==> src/rtl/fp32_pkg.sv <==
// Shared constants, FSM state type and field helpers for the fp32 blocks.
// Imported by the classifier and the fp32-to-int32 converter.
package fp32_pkg;

   localparam logic [7:0]  FP_BIAS      = 8'd127;
   localparam logic [7:0]  FP_INT_BASE  = 8'd150;
   localparam logic [7:0]  FP_INT_LIMIT = 8'd158;
   localparam logic [7:0]  FP_EXP_MAX   = 8'd255;
   localparam logic [31:0] INT32_MAX    = 32'h7FFF_FFFF;
   localparam logic [31:0] INT32_MIN    = 32'h8000_0000;

   typedef enum logic [1:0] {
      IDLE  = 2'd0,
      SHIFT = 2'd1,
      NEG   = 2'd2,
      DONE  = 2'd3
   } state_e;

   function automatic logic fp_sign(input logic [31:0] v);
      return v[31];
   endfunction

   function automatic logic [7:0] fp_exp(input logic [31:0] v);
      return v[30:23];
   endfunction

   function automatic logic [22:0] fp_frac(input logic [31:0] v);
      return v[22:0];
   endfunction

   // |E-150| for 127<=E<=157. The result is at most 23, so 5-bit modular
   // arithmetic on the low exponent bits gives the exact distance.
   function automatic logic [4:0] shift_count(input logic [7:0] e, input logic left);
      logic [4:0] cnt;
      if (left) begin
         cnt = e[4:0] - FP_INT_BASE[4:0];
      end else begin
         cnt = FP_INT_BASE[4:0] - e[4:0];
      end
      return cnt;
   endfunction

endpackage

==> src/rtl/fp32_classify.sv <==
// Combinational unpacker for an fp32 word: sign, exponent, mantissa with
// hidden bit, and the zero/denormal/infinity/NaN class flags.
module fp32_classify
   import fp32_pkg::*;
(
   input  logic [31:0] in_i,
   output logic        sign_o,
   output logic [7:0]  exp_o,
   output logic [23:0] mant_o,
   output logic        is_zero_o,
   output logic        is_inf_o,
   output logic        is_nan_o,
   output logic        is_denorm_o
);

   logic [7:0]  exp_s;
   logic [22:0] frac_s;
   logic        exp_zero_s;
   logic        exp_max_s;
   logic        frac_zero_s;

   assign exp_s       = fp_exp(in_i);
   assign frac_s      = fp_frac(in_i);
   assign exp_zero_s  = (exp_s == 8'd0);
   assign exp_max_s   = (exp_s == FP_EXP_MAX);
   assign frac_zero_s = (frac_s == 23'd0);

   assign sign_o      = fp_sign(in_i);
   assign exp_o       = exp_s;
   assign mant_o      = {~exp_zero_s, frac_s};
   assign is_zero_o   = exp_zero_s & frac_zero_s;
   assign is_denorm_o = exp_zero_s & ~frac_zero_s;
   assign is_inf_o    = exp_max_s & frac_zero_s;
   assign is_nan_o    = exp_max_s & ~frac_zero_s;

endmodule

==> src/rtl/fp32_to_int32.sv <==
// Iterative fp32 -> int32 converter, truncating toward zero, with saturation
// and invalid/inexact flags. One bit of denormalizing shift per clock.
module fp32_to_int32
   import fp32_pkg::*;
#(
   parameter logic [31:0] NAN_RESULT = 32'h0000_0000
)
(
   input  logic        clk,
   input  logic        rst,
   input  logic        in_valid,
   output logic        in_ready,
   input  logic [31:0] in_data,
   output logic        out_valid,
   input  logic        out_ready,
   output logic [31:0] out_data,
   output logic        out_invalid,
   output logic        out_inexact
);

   state_e      state_q, state_d;
   logic [31:0] mag_q, mag_d;
   logic [4:0]  cnt_q, cnt_d;
   logic        left_q, left_d;
   logic        sticky_q, sticky_d;
   logic        sign_q, sign_d;
   logic [31:0] out_data_q, out_data_d;
   logic        out_valid_q, out_valid_d;
   logic        out_invalid_q, out_invalid_d;
   logic        out_inexact_q, out_inexact_d;

   logic        cls_sign_s;
   logic [7:0]  cls_exp_s;
   logic [23:0] cls_mant_s;
   logic        cls_is_zero_s;
   logic        cls_is_inf_s;
   logic        cls_is_nan_s;
   logic        cls_is_denorm_s;
   logic        in_ready_s;
   logic        in_fire_s;
   logic        exact_min_s;
   logic        go_left_s;

   fp32_classify u_classify (
      .in_i        (in_data),
      .sign_o      (cls_sign_s),
      .exp_o       (cls_exp_s),
      .mant_o      (cls_mant_s),
      .is_zero_o   (cls_is_zero_s),
      .is_inf_o    (cls_is_inf_s),
      .is_nan_o    (cls_is_nan_s),
      .is_denorm_o (cls_is_denorm_s)
   );

   assign in_ready_s  = (state_q == IDLE) & ~rst;
   assign in_fire_s   = in_valid & in_ready_s;
   // -2^31 is the only E=158 value that still fits in an int32.
   assign exact_min_s = cls_sign_s & (cls_exp_s == FP_INT_LIMIT) & (cls_mant_s[22:0] == 23'd0);
   assign go_left_s   = (cls_exp_s >= FP_INT_BASE);

   // Next-state, datapath and result logic for the convert FSM.
   always_comb begin
      state_d       = state_q;
      mag_d         = mag_q;
      cnt_d         = cnt_q;
      left_d        = left_q;
      sticky_d      = sticky_q;
      sign_d        = sign_q;
      out_data_d    = out_data_q;
      out_valid_d   = out_valid_q;
      out_invalid_d = out_invalid_q;
      out_inexact_d = out_inexact_q;

      case (state_q)
         IDLE: begin
            if (in_fire_s) begin
               sign_d        = cls_sign_s;
               out_data_d    = 32'h0000_0000;
               out_invalid_d = 1'b0;
               out_inexact_d = 1'b0;
               if (cls_is_zero_s || cls_is_denorm_s) begin
                  state_d       = DONE;
                  out_valid_d   = 1'b1;
                  out_inexact_d = cls_is_denorm_s;
               end else if (cls_is_nan_s) begin
                  state_d       = DONE;
                  out_valid_d   = 1'b1;
                  out_data_d    = NAN_RESULT;
                  out_invalid_d = 1'b1;
               end else if (exact_min_s) begin
                  state_d     = DONE;
                  out_valid_d = 1'b1;
                  out_data_d  = INT32_MIN;
               end else if (cls_is_inf_s || (cls_exp_s >= FP_INT_LIMIT)) begin
                  state_d       = DONE;
                  out_valid_d   = 1'b1;
                  out_data_d    = cls_sign_s ? INT32_MIN : INT32_MAX;
                  out_invalid_d = 1'b1;
               end else if (cls_exp_s < FP_BIAS) begin
                  state_d       = DONE;
                  out_valid_d   = 1'b1;
                  out_inexact_d = 1'b1;
               end else begin
                  state_d  = SHIFT;
                  mag_d    = {8'd0, cls_mant_s};
                  left_d   = go_left_s;
                  cnt_d    = shift_count(cls_exp_s, go_left_s);
                  sticky_d = 1'b0;
               end
            end else begin
               state_d = IDLE;
            end
         end
         SHIFT: begin
            if (cnt_q != 5'd0) begin
               cnt_d = cnt_q - 5'd1;
               if (left_q) begin
                  mag_d = {mag_q[30:0], 1'b0};
               end else begin
                  mag_d    = {1'b0, mag_q[31:1]};
                  sticky_d = sticky_q | mag_q[0];
               end
            end else begin
               state_d = NEG;
            end
         end
         NEG: begin
            state_d       = DONE;
            out_valid_d   = 1'b1;
            out_data_d    = sign_q ? (32'd0 - mag_q) : mag_q;
            out_invalid_d = 1'b0;
            out_inexact_d = sticky_q;
         end
         DONE: begin
            if (out_ready) begin
               state_d     = IDLE;
               out_valid_d = 1'b0;
            end else begin
               state_d = DONE;
            end
         end
         default: begin
            state_d     = IDLE;
            out_valid_d = 1'b0;
         end
      endcase
   end

   // State, datapath and output registers with synchronous reset.
   always_ff @(posedge clk) begin
      if (rst) begin
         state_q       <= IDLE;
         mag_q         <= 32'd0;
         cnt_q         <= 5'd0;
         left_q        <= 1'b0;
         sticky_q      <= 1'b0;
         sign_q        <= 1'b0;
         out_data_q    <= 32'd0;
         out_valid_q   <= 1'b0;
         out_invalid_q <= 1'b0;
         out_inexact_q <= 1'b0;
      end else begin
         state_q       <= state_d;
         mag_q         <= mag_d;
         cnt_q         <= cnt_d;
         left_q        <= left_d;
         sticky_q      <= sticky_d;
         sign_q        <= sign_d;
         out_data_q    <= out_data_d;
         out_valid_q   <= out_valid_d;
         out_invalid_q <= out_invalid_d;
         out_inexact_q <= out_inexact_d;
      end
   end

   assign in_ready    = in_ready_s;
   assign out_valid   = out_valid_q;
   assign out_data    = out_data_q;
   assign out_invalid = out_invalid_q;
   assign out_inexact = out_inexact_q;

endmodule
==> config.mk <==
export PLATFORM = sky130hd
export DESIGN_NAME = fp32_to_int32
export DESIGN_NICKNAME = d
export VERILOG_FILES = /design/src/rtl/fp32_pkg.sv /design/src/rtl/fp32_classify.sv /design/src/rtl/fp32_to_int32.sv
export SDC_FILE = /design/constraint.sdc
export NUM_CORES = 1
export LEC_CHECK = 0
export ABC_CLOCK_PERIOD_IN_PS = 2700
export CAP_MARGIN = 20
export CORE_ASPECT_RATIO = 1.75
export CORE_MARGIN = 2
export CORE_UTILIZATION = 55
export DETAILED_ROUTE_END_ITERATION = 6
export GPL_ROUTABILITY_DRIVEN = 1
export PLACE_DENSITY = 0.81
export SLEW_MARGIN = 10
export SYNTH_ARGS = -nofsm -noshare
export SYNTH_HDL_FRONTEND = slang
export SYNTH_SLANG_ARGS = --single-unit
==> constraint.sdc <==
create_clock -name clk -period 2.7 [get_ports clk]
set_input_delay 0.54 -clock clk [delete_from_list [all_inputs] [get_ports clk]]
set_output_delay 0.54 -clock clk [all_outputs]
set_load 0.02 [all_outputs]
=== Word-level counts from Yosys, hierarchy flattened ===
Cells that the tools add are included.

* Register bits: 77
* Bits in latches: 0
* Memory bits (writable): 0
* ROM bits: 0
* Bits of input ports: 36
* Output and inout bits: 36
* Logic and storage cells: 130
* Memories: 0

* $add $sub $neg: 4
* $mul: 0
* Div/mod/pow operators: 0
* Order comparisons: 3
* Eq/ne operators: 16
* Shift operators: 0
* Multiplexer cells: 65
* Bitwise logic cells: 17
* Reduce and logical (&&, ||, !) cells: 15

{| class="wikitable"
|+ Operators by type and width
! kind !! number
|-
| two-way mux 32 bit || 15
|-
| one-hot mux 32 bit (2 select lines) || 2
|-
| two-way mux 5 bit || 8
|-
| subtractor 1 x 32 -> 32 bit (first input constant) || 1
|-
| two-way mux 1 bit || 26
|-
| zero test 23 bit || 1
|-
| inequality test 2 bit (second input constant) || 10
|-
| equality test 8 bit (second input constant) || 2
|-
| greater-or-equal comparator 8 bit (second input constant) || 2
|-
| two-way mux 2 bit || 8
|-
| one-hot mux 5 bit (2 select lines) || 1
|-
| AND reduction 9 bit || 1
|-
| AND 1 bit || 8
|-
| zero test 8 bit || 1
|-
| less-than comparator 8 x 7 -> 1 bit (second input constant) || 1
|-
| inverter 1 bit || 8
|-
| one-hot mux 2 bit (4 select lines) || 1
|-
| AND reduction 8 bit || 1
|-
| AND reduction 7 bit || 1
|-
| inequality test 6 x 3 -> 1 bit (second input constant) || 1
|-
| one-hot mux 1 bit (2 select lines) || 3
|-
| nonzero test 5 bit || 1
|-
| subtractor 5 x 1 -> 5 bit (second input constant) || 1
|-
| subtractor 5 bit (first input constant) || 1
|-
| other kinds (11) || 15
|}

=== Logic depth before layout (Yosys ltp) ===
Gate-level depths: netlist of run 1.

* Depth after elaboration: 9
* Gate-level depth with buffers: 8

=== Hierarchy ===
A second synthesis of run 1 with hierarchy kept.

* Cell total of the unflattened synthesis: 635
* Area, all modules: 4911.0 um2

{| class="wikitable"
|+ Modules (own cells, without submodules)
! module !! times used !! cells an instance !! area each (um2) !! sequential area each (um2)
|-
| fp32_to_int32 || 1 || 583 || 4534.3 || 1541.5
|-
| fp32_classify || 1 || 52 || 376.6 || 0.0
|}

=== Least setup slack after synthesis of run 1 ===
Ideal clock, no wire load.

* Kind: input -> register
* Start point: input rst
* End point: register mag_q[2]
* Arrival time: 2.337 ns
* Data required time: 2.630 ns
* Path slack: 0.293 ns
* Cell stages on the path: 8
* Path buffers: 3
* Cells stage by stage: clkbuf_1 -> or4b_4 -> nor4_2 -> a211o_1 -> buf_2 -> clkbuf_1 -> o2111ai_1 -> a21oi_1

* Cells in the longest elaborated chain, start to end: 5

{| class="wikitable"
|+ Ends and longest elaborated chain
! what !! line !! text
|-
| start: declaration || fp32_to_int32.sv:10 || <nowiki>input logic rst,</nowiki>
|-
| inverter 1 bit || fp32_to_int32.sv:55 || <nowiki>assign in_ready_s = (state_q == IDLE) & ~rst;</nowiki>
|-
| AND 1 bit || fp32_to_int32.sv:55 ||
|-
| AND 1 bit || fp32_to_int32.sv:56 || <nowiki>assign in_fire_s = in_valid & in_ready_s;</nowiki>
|-
| inequality test 2 bit (no line) || - ||
|-
| AND reduction 8 bit (no line) || - ||
|-
| end signal: assignment || fp32_to_int32.sv:164 || <nowiki>mag_q <= mag_d;</nowiki>
|-
| end: declaration || fp32_to_int32.sv:22 || <nowiki>logic [31:0] mag_q, mag_d;</nowiki>
|}

Several ways; a longest one is shown, not always the timed one.
A chain may end at the register's enable or synchronous reset.

=== Worst setup path in the final report of run 1 ===
* Start point: input in_data[23]
* End point: register mag_q[11]

* Cells in the longest elaborated chain, start to end: 5
* Elaborated cells between the ends (all ways): 19

{| class="wikitable"
|+ Ends and longest elaborated chain
! what !! line !! text
|-
| start: declaration || fp32_to_int32.sv:13 || <nowiki>input logic [31:0] in_data,</nowiki>
|-
| branches (longest 4 deep; another with greater-or-equal comparator 8 bit) || - ||
|-
| AND reduction 8 bit (no line) * || - ||
|}

Every way passes the cells marked *.

==> impl_results.md, run 1 <==
- GPL Wtd Cong: 0.943
- Worst R2R Start: mag_q[3]$_SDFFE_PP0P_
- Hold Crit Class: input pin to flop
- # setup viols final: 0
- Post-synthesis sequential area ratio: 31.6%
- Crit start category: input pin
- Clk sink count: 77
- Num CTS Buffers: 9
- Area delta synth->final: 28.1%
- First-pass GRT wire length: 23.9 mm
- Fraction of layout cells with a size suffix above 1: 14.3%
- Antenna Cells: 0
- Post-route cell area: 6250 um2
- Drt first pass iters: 5
- Leakage power: 2.15 nW
- Placed Area: 5970 um2
- Later-pin clock latency in the skew report: 0.34 ns
- Nets: 724
- RSZ-0062 raised after global routing: false
- Routed wire length: 14.9 mm
- DR DRC count: 0
- Worst IR drop on VDD: 758 uV
- Total Routing Usage GR: 31.9%
- Vias/cell: 6.43
- Via Count: 5153
- Final Critical Period: 2.52 ns
- Hold Startpoint: rst
- Post-CTS setup repair buffer count: 0
- Status: finished clean
- Number of port buffers: 71
- Syn. warnings: 0
- 1st-iter DRT viols: 463
- Dpl hpwl: 10.9 mm
- Clock tree buffer depth: 2
- Dpl cells: 786
- Grt ovf: 0
- Critical Path Slowest Stage Cell: or4b_2
- Worst-path clk slew: 0.06 ns
- Critical path class: input pin to flop
- Seq. cell area: 1540 um2
- Syn avg cell area: 8.08 um2
- Final ANT Viol Nets: 0
- Max Clock Freq: 397 MHz
- Pin count of the biggest net entering global routing: 87
- Post-CTS Hold Buffers: 0
- Initial antenna violation count: 0
- Top delay family on crit path: simple AND/OR/NAND/NOR gates
- Max-slew violations: 0
- CTS tree: done
- Area of the multi-input gates: 3050 um2
- Mapped Nets: 648
- Crit-path max cell delay: 0.59 ns
- Number of max-cap violations: 0
- Wirelength per Cell: 18.6 um
- Period utilisation layout: 93.3%
- Clock Skews: 0.00908 ns
- Cell count after synthesis: 604
- Vias in the first global route: 5065
- Die width: 75.2 um
- Slew of the pin with the lowest slew margin: 0.876 ns
- Post-layout util: 72.1%
- Number of enable flip-flop cells after synthesis: 0
- Initial Utilization: 56.3%
- Post-Place Worst Slack: -0.133 ns
- PwrDens: 1170 nW/um2
- Non-Filler Instances: 801
- Final hold violations: 0
- Root buf cell: clkbuf_16
- WP data arrival: 2.77 ns
- Post-synth ARST share: 0%
- PnR Total Power: 7.29 mW
- CP max FO: 21
- Critical-path cell list: clkdlybuf4s50_1 -> inv_1 -> ha_1 -> or4b_2 -> nor3_2 -> o22a_1 -> buf_4 -> o21ai_0 -> a21oi_1
- Main synth FF type: dfxtp_1
- # IOs: 72
- Distinct cells, synth: 61
- Buffers and inverters on the worst path: 3
- Row cnt: 45
- Worst slew margin: 41.6%
- Core area: 8670 um2
- DIE AREA: 9670 um2
- Die height: 129 um
- H-tree levels: 3
- Synth Register Bits: 77
- Crit. Startpoint: in_data[23]
- Fillcell total: 724
- Worst endpoint required time: 2.95 ns
- Crit. End Element: flop
- Cell area after synthesis: 4880 um2
- Final Worst Setup Slack: 0.181 ns
- CTS-repair resized insts: 0
synthesized netlist by cell type (3+ instances only):
cell       count  share of area, %
nor4_1         9               1.2
nand2b_1       8               1.0
o31a_1         3              0.54
inv_1         13               1.0
nor4b_1        3              0.54
mux2_2         6               1.4
nor2_1        44               3.4
o32ai_1       17               3.1
or4_1          5              0.77
dfxtp_1       77                32
ha_1           8               2.1
o41ai_1        5              0.90
clkbuf_1      49               3.8
or2_2          4              0.51
or3_1          9               1.2
o21ai_0       41               4.2
nand2_1       52               4.0
o31ai_1       10               1.5
o2111ai_1     25               4.5
a211o_1        3              0.54
nor3_1        13               1.3
a31oi_1        7              0.90
o21bai_1       5              0.77
mux2i_1       25               5.1
a211oi_1      20               3.1
nand4_1       10               1.3
buf_6          3              0.69
xnor2_1       17               3.1
xor2_1        11               2.0
nand3_1        4              0.41
o211ai_1       5              0.77
buf_2          5              0.51
a21oi_1       45               4.6
buf_1          6              0.46
flip-flops by register name, summed over array words and instances, names as in the netlist:
signal,flops
state_q,2
mag_q,32
out_inexact,1
out_valid,1
sign_q,1
sticky_q,1
out_data,32
out_invalid,1
cnt_q,5
left_q,1
cell type report:
| class | count | share of cell area, % |
|---|---|---|
| Tap cell | 117 | 2.34 |
| Clock inverter | 5 | 0.841 |
| Inverter | 13 | 0.780 |
| Multi-Input combinational cell | 451 | 48.8 |
| Sequential cell | 77 | 24.7 |
| Timing Repair Buffer | 128 | 18.9 |
| Clock buffer | 10 | 3.66 |
per-layer routing:
layer	track usage (%)	part of all wire, %
met1	35.3	36
met2	54.3	51
met5	0	0
met4	21.5	6.9
met3	4.86	5.5
per-stage QoR:
stage	hold WS [ns]	TNS (ns)
final	0.452	0
after global routing	0.453	0
after CTS	0.449	0
after detailed placement	0.482	-3.27
after global placement	0.474	-1.33
after floorplan	0.471	0
power by group:
part	internal [mW]	total (mW)	switching, mW
sequential	1.52	1.85	0.328
combinational	1.76	4.26	2.50
clock	0.706	1.18	0.470
total	3.99	7.29	3.30
worst paths after layout:
path | endpoint | slack (ns) | depth (start not counted)
max | mag_q[11]$_SDFFE_PP0P_ | 0.18 | 9
min | state_q[0]$_SDFFE_PP0P_ | 0.45 | 2
max reg2reg | out_data[21]$_SDFFE_PP0P_ | 0.23 | 5
min reg2reg | out_valid$_SDFFE_PP0P_ | 0.49 | 2
worst reg2reg max path, stage by stage (launching register included):
cell and delay [ns]:
dfxtp_1 0.32, or4_4 0.58, or4_1 0.72, o41ai_4 0.28, mux2i_1 0.31, o31ai_1 0.11
logic make-up (layout without fill, tap and decap cells):
| logic type | after synthesis | in the layout | share of synthesized area (%) |
|---|---|---|---|
| compound gates | 205 | 205 | 29.6 |
| simple gates | 179 | 179 | 18.8 |
| flops | 77 | 77 | 31.6 |
| buf+inv | 76 | 156 | 6.43 |
| mux | 31 | 31 | 6.51 |
| xor+xnor | 28 | 28 | 5.02 |
| fa+ha+maj | 8 | 8 | 2.05 |
placed cells by master (no fill, tap or decap), types with 4 or more instances in the layout:
master	count
o21ai_0	41
ha_1	8
o21bai_1	5
o2111ai_1	25
inv_1	13
a211oi_1	19
xor2_1	11
o32ai_1	17
clkdlybuf4s50_1	70
or4_1	5
nor3_1	13
nand2_1	52
mux2_2	6
nand3_1	4
or3_1	9
o31ai_1	10
o211ai_1	5
mux2i_1	25
a21oi_1	45
nor2_1	44
or2_2	4
nor4_1	9
xnor2_1	17
nand2b_1	8
nand4_1	10
buf_4	53
a31oi_1	6
dfxtp_1	77
clkbuf_16	9
o41ai_1	5
buf_12	4
(Power assumes the default switching activity.)
==> inputs of run 2 (changes only) <==
--- a/config.mk
+++ b/config.mk
@@ -5,11 +5,12 @@
 export SDC_FILE = /design/constraint.sdc
 export NUM_CORES = 1
 export LEC_CHECK = 0
+export ABC_AREA = 1
 export ABC_CLOCK_PERIOD_IN_PS = 2700
 export CAP_MARGIN = 20
 export CORE_ASPECT_RATIO = 1.75
 export CORE_MARGIN = 2
-export CORE_UTILIZATION = 55
+export CORE_UTILIZATION = 56
 export DETAILED_ROUTE_END_ITERATION = 6
 export GPL_ROUTABILITY_DRIVEN = 1
 export PLACE_DENSITY = 0.81
==> impl_results.md, run 2 <==
- Vias in the first global route: 5352
- Grt ovf: 0
- Dpl cells: 1021
- Seq. cell area: 1540 um2
- Commonest cells after routing, fill and taps aside: nand2_1 (174), nor2_1 (145), o21ai_0 (102)
- Later-pin clock latency in the skew report: 0.34 ns
- CTS tree: done
- Post-route cell area: 6320 um2
- Clock Skews: 0.0109 ns
- Worst reg-to-reg path cell count: 8
- Pin count of the biggest net entering global routing: 74
- # setup viols final: 0
- Drt first pass iters: 6
- Slew of the pin with the lowest slew margin: 0.694 ns
- Cell area after synthesis: 5220 um2
- DR DRC count: 0
- Number of enable flip-flop cells after synthesis: 0
- WP data arrival: 2.80 ns
- Synth top area cells: dfxtp_1 (30%), nand2_1 (13%), nor2_1 (10%)
- Antenna Cells: 0
- Non-Filler Instances: 1037
- CTS-repair resized insts: 0
- First-pass GRT wire length: 24.6 mm
- Syn avg cell area: 6.08 um2
- Clock tree buffer depth: 2
- Via Count: 5824
- Number of port buffers: 71
- Internal Power: 3.97 mW
- Clk sink count: 77
- Routed wire length: 14.9 mm
- Post-synthesis sequential area ratio: 29.5%
- Worst IR drop on VDD: 607 uV
- Area delta synth->final: 21.0%
- Synth Register Bits: 77
- Flop pwr share: 26.4%
- Mapped Nets: 902
- Hold Crit Class: flop to flop
- Area of the multi-input gates: 3130 um2
- Synth top area share: 29.5%
- Final hold violations: 0
- Die width: 77.0 um
- Most common cell after layout, fill and taps aside: nand2_1
- Comb pwr share: 55.9%
- Final ANT Viol Nets: 0
- Number of max-cap violations: 0
- Max Clock Freq: 395 MHz
- Yosys top cell by area: dfxtp_1
- Cell count after synthesis: 858
- Num CTS Buffers: 9
- Fillcell total: 839
- Leakage power: 2.82 nW
- Status: finished clean
- Synth top cells by count: nand2_1 (174), nor2_1 (145), o21ai_0 (102)
- Post-CTS Hold Buffers: 0
- RSZ-0062 raised after global routing: false
- Final Critical Period: 2.53 ns
- Core area: 9040 um2
- Hold Startpoint: out_valid$_SDFFE_PP0P_
- Total Routing Usage GR: 29.5%
- Vias/cell: 5.62
- Sw frac: 48.0%
- Fraction of layout cells with a size suffix above 1: 6.98%
- GPL Wtd Cong: 1.04
- Distinct cells, synth: 37
- R2r setup slk: 0.45 ns
- Sw Pwr: 3.67 mW
- Hold depth: 2
- Worst slew margin: 53.7%
- Post-Place Worst Slack: -0.121 ns
- Critical path class: input pin to flop
- Dpl hpwl: 10.9 mm
- CP max FO: 13
- H-tree levels: 3
- Worst R2R Start: state_q[0]$_SDFFE_PP0P_
- Row cnt: 46
- Die height: 132 um
- DIE AREA: 10100 um2
- # IOs: 72
- Nets: 957
- PwrDens: 1210 nW/um2
- Root buf cell: clkbuf_16
- Worst reg2reg path endpoint: mag_q[7]$_SDFFE_PP0P_
- Syn. warnings: 0
- Most numerous cell in the Yosys netlist: nand2_1
- Final Worst Setup Slack: 0.170 ns
- Period utilisation layout: 93.7%
- Max-slew violations: 0
- Initial antenna violation count: 0
- Main synth FF type: dfxtp_1
- Worst endpoint required time: 2.97 ns
- Post-CTS setup repair buffer count: 0
- Initial Utilization: 57.8%
- Crit start category: input pin
- Worst min-delay path endpoint: out_valid$_SDFFE_PP0P_
- Placed Area: 5970 um2
- 1st-iter DRT viols: 516
- Clock Power Share: 17.8%
- Post-synth ARST share: 0%
- Wirelength per Cell: 14.4 um
- Worst-path clk slew: 0.06 ns
- Crit. End Element: flop
-- run 2: worst max-delay path by stage --
| stage | slack (ns) | start | depth (start not counted) | end |
|---|---|---|---|---|
| 6_report | 0.17 | in_data[24] | 10 | mag_q[7]$_SDFFE_PP0P_ |
| 5_1_grt | 0.05 | in_data[24] | 10 | mag_q[19]$_SDFFE_PP0P_ |
| 4_1_cts | 0.23 | in_data[24] | 10 | mag_q[23]$_SDFFE_PP0P_ |
| 3_5_place_dp | -0.12 | in_data[24] | 10 | mag_q[23]$_SDFFE_PP0P_ |
| 3_3_place_gp | -0.01 | in_data[24] | 10 | mag_q[5]$_SDFFE_PP0P_ |
| 2_1_floorplan | 0.85 | in_data[24] | 13 | mag_q[26]$_SDFFE_PP0P_ |
-- run 2: routing by layer --
metal	vias to the layer above	wire length [um]	global-route usage, %
li1	2906	-	-
met1	2612	5900	34.5
met2	262	7610	51.9
met3	44	794	3.71
met4	0	610	15.4
met5	-	0	0
-- run 2: area by class of cell --
class | count | share of cell area, %
clock buffers | 9 | 3.57
clock inverters | 6 | 1.78
inverters | 83 | 5.01
multi-input cells | 657 | 49.5
flip-flops and latches | 77 | 24.4
well taps | 120 | 2.38
repair buffers | 85 | 13.3
-- run 2: metrics by stage --
stage / total power [mW] / setup TNS (ns) / utilization, % / hold WS (ns)
floorplan: 5.00 / 0 / - / 0.431
global route: 8.24 / 0 / 69.9 / 0.481
global placement: 6.05 / -0.0403 / 66.1 / 0.435
detailed placement: 6.16 / -2.54 / 66.1 / 0.435
CTS: 7.57 / 0 / 69.8 / 0.445
finish: 7.65 / 0 / 69.9 / 0.443
-- run 2: power groups by stage --
stage / registers, mW / clock network, mW / logic (mW)
final: 2.02 / 1.36 / 4.27
after global routing: 2.08 / 1.44 / 4.72
after CTS: 2.00 / 1.38 / 4.19
after detailed placement: 2.02 / 0 / 4.15
after global placement: 1.99 / 0 / 4.05
after floorplan: 2.13 / 0 / 2.87
-- run 2: cell families (layout without fill, tap and decap cells) --
| group | after synthesis | in the layout | synth area share, % |
|---|---|---|---|
| adders and majority gates | 8 | 8 | 1.92 |
| AOI/OAI and AO/OA | 210 | 211 | 21.3 |
| buffers and inverters | 125 | 183 | 10.7 |
| and+or+nand+nor | 432 | 432 | 35.6 |
| xor gates and xnor gates | 6 | 6 | 1.01 |
| DFF | 77 | 77 | 29.5 |
-- run 2: critical path, cell delays in order --
cell,delay (ns)
clkdlybuf4s50_1,0.58
inv_1,0.11
ha_1,0.21
nand2_1,0.07
nor2_1,0.06
o21ai_0,0.26
nand3_2,0.19
a21oi_2,0.56
nor2_1,0.12
nor2_2,0.10
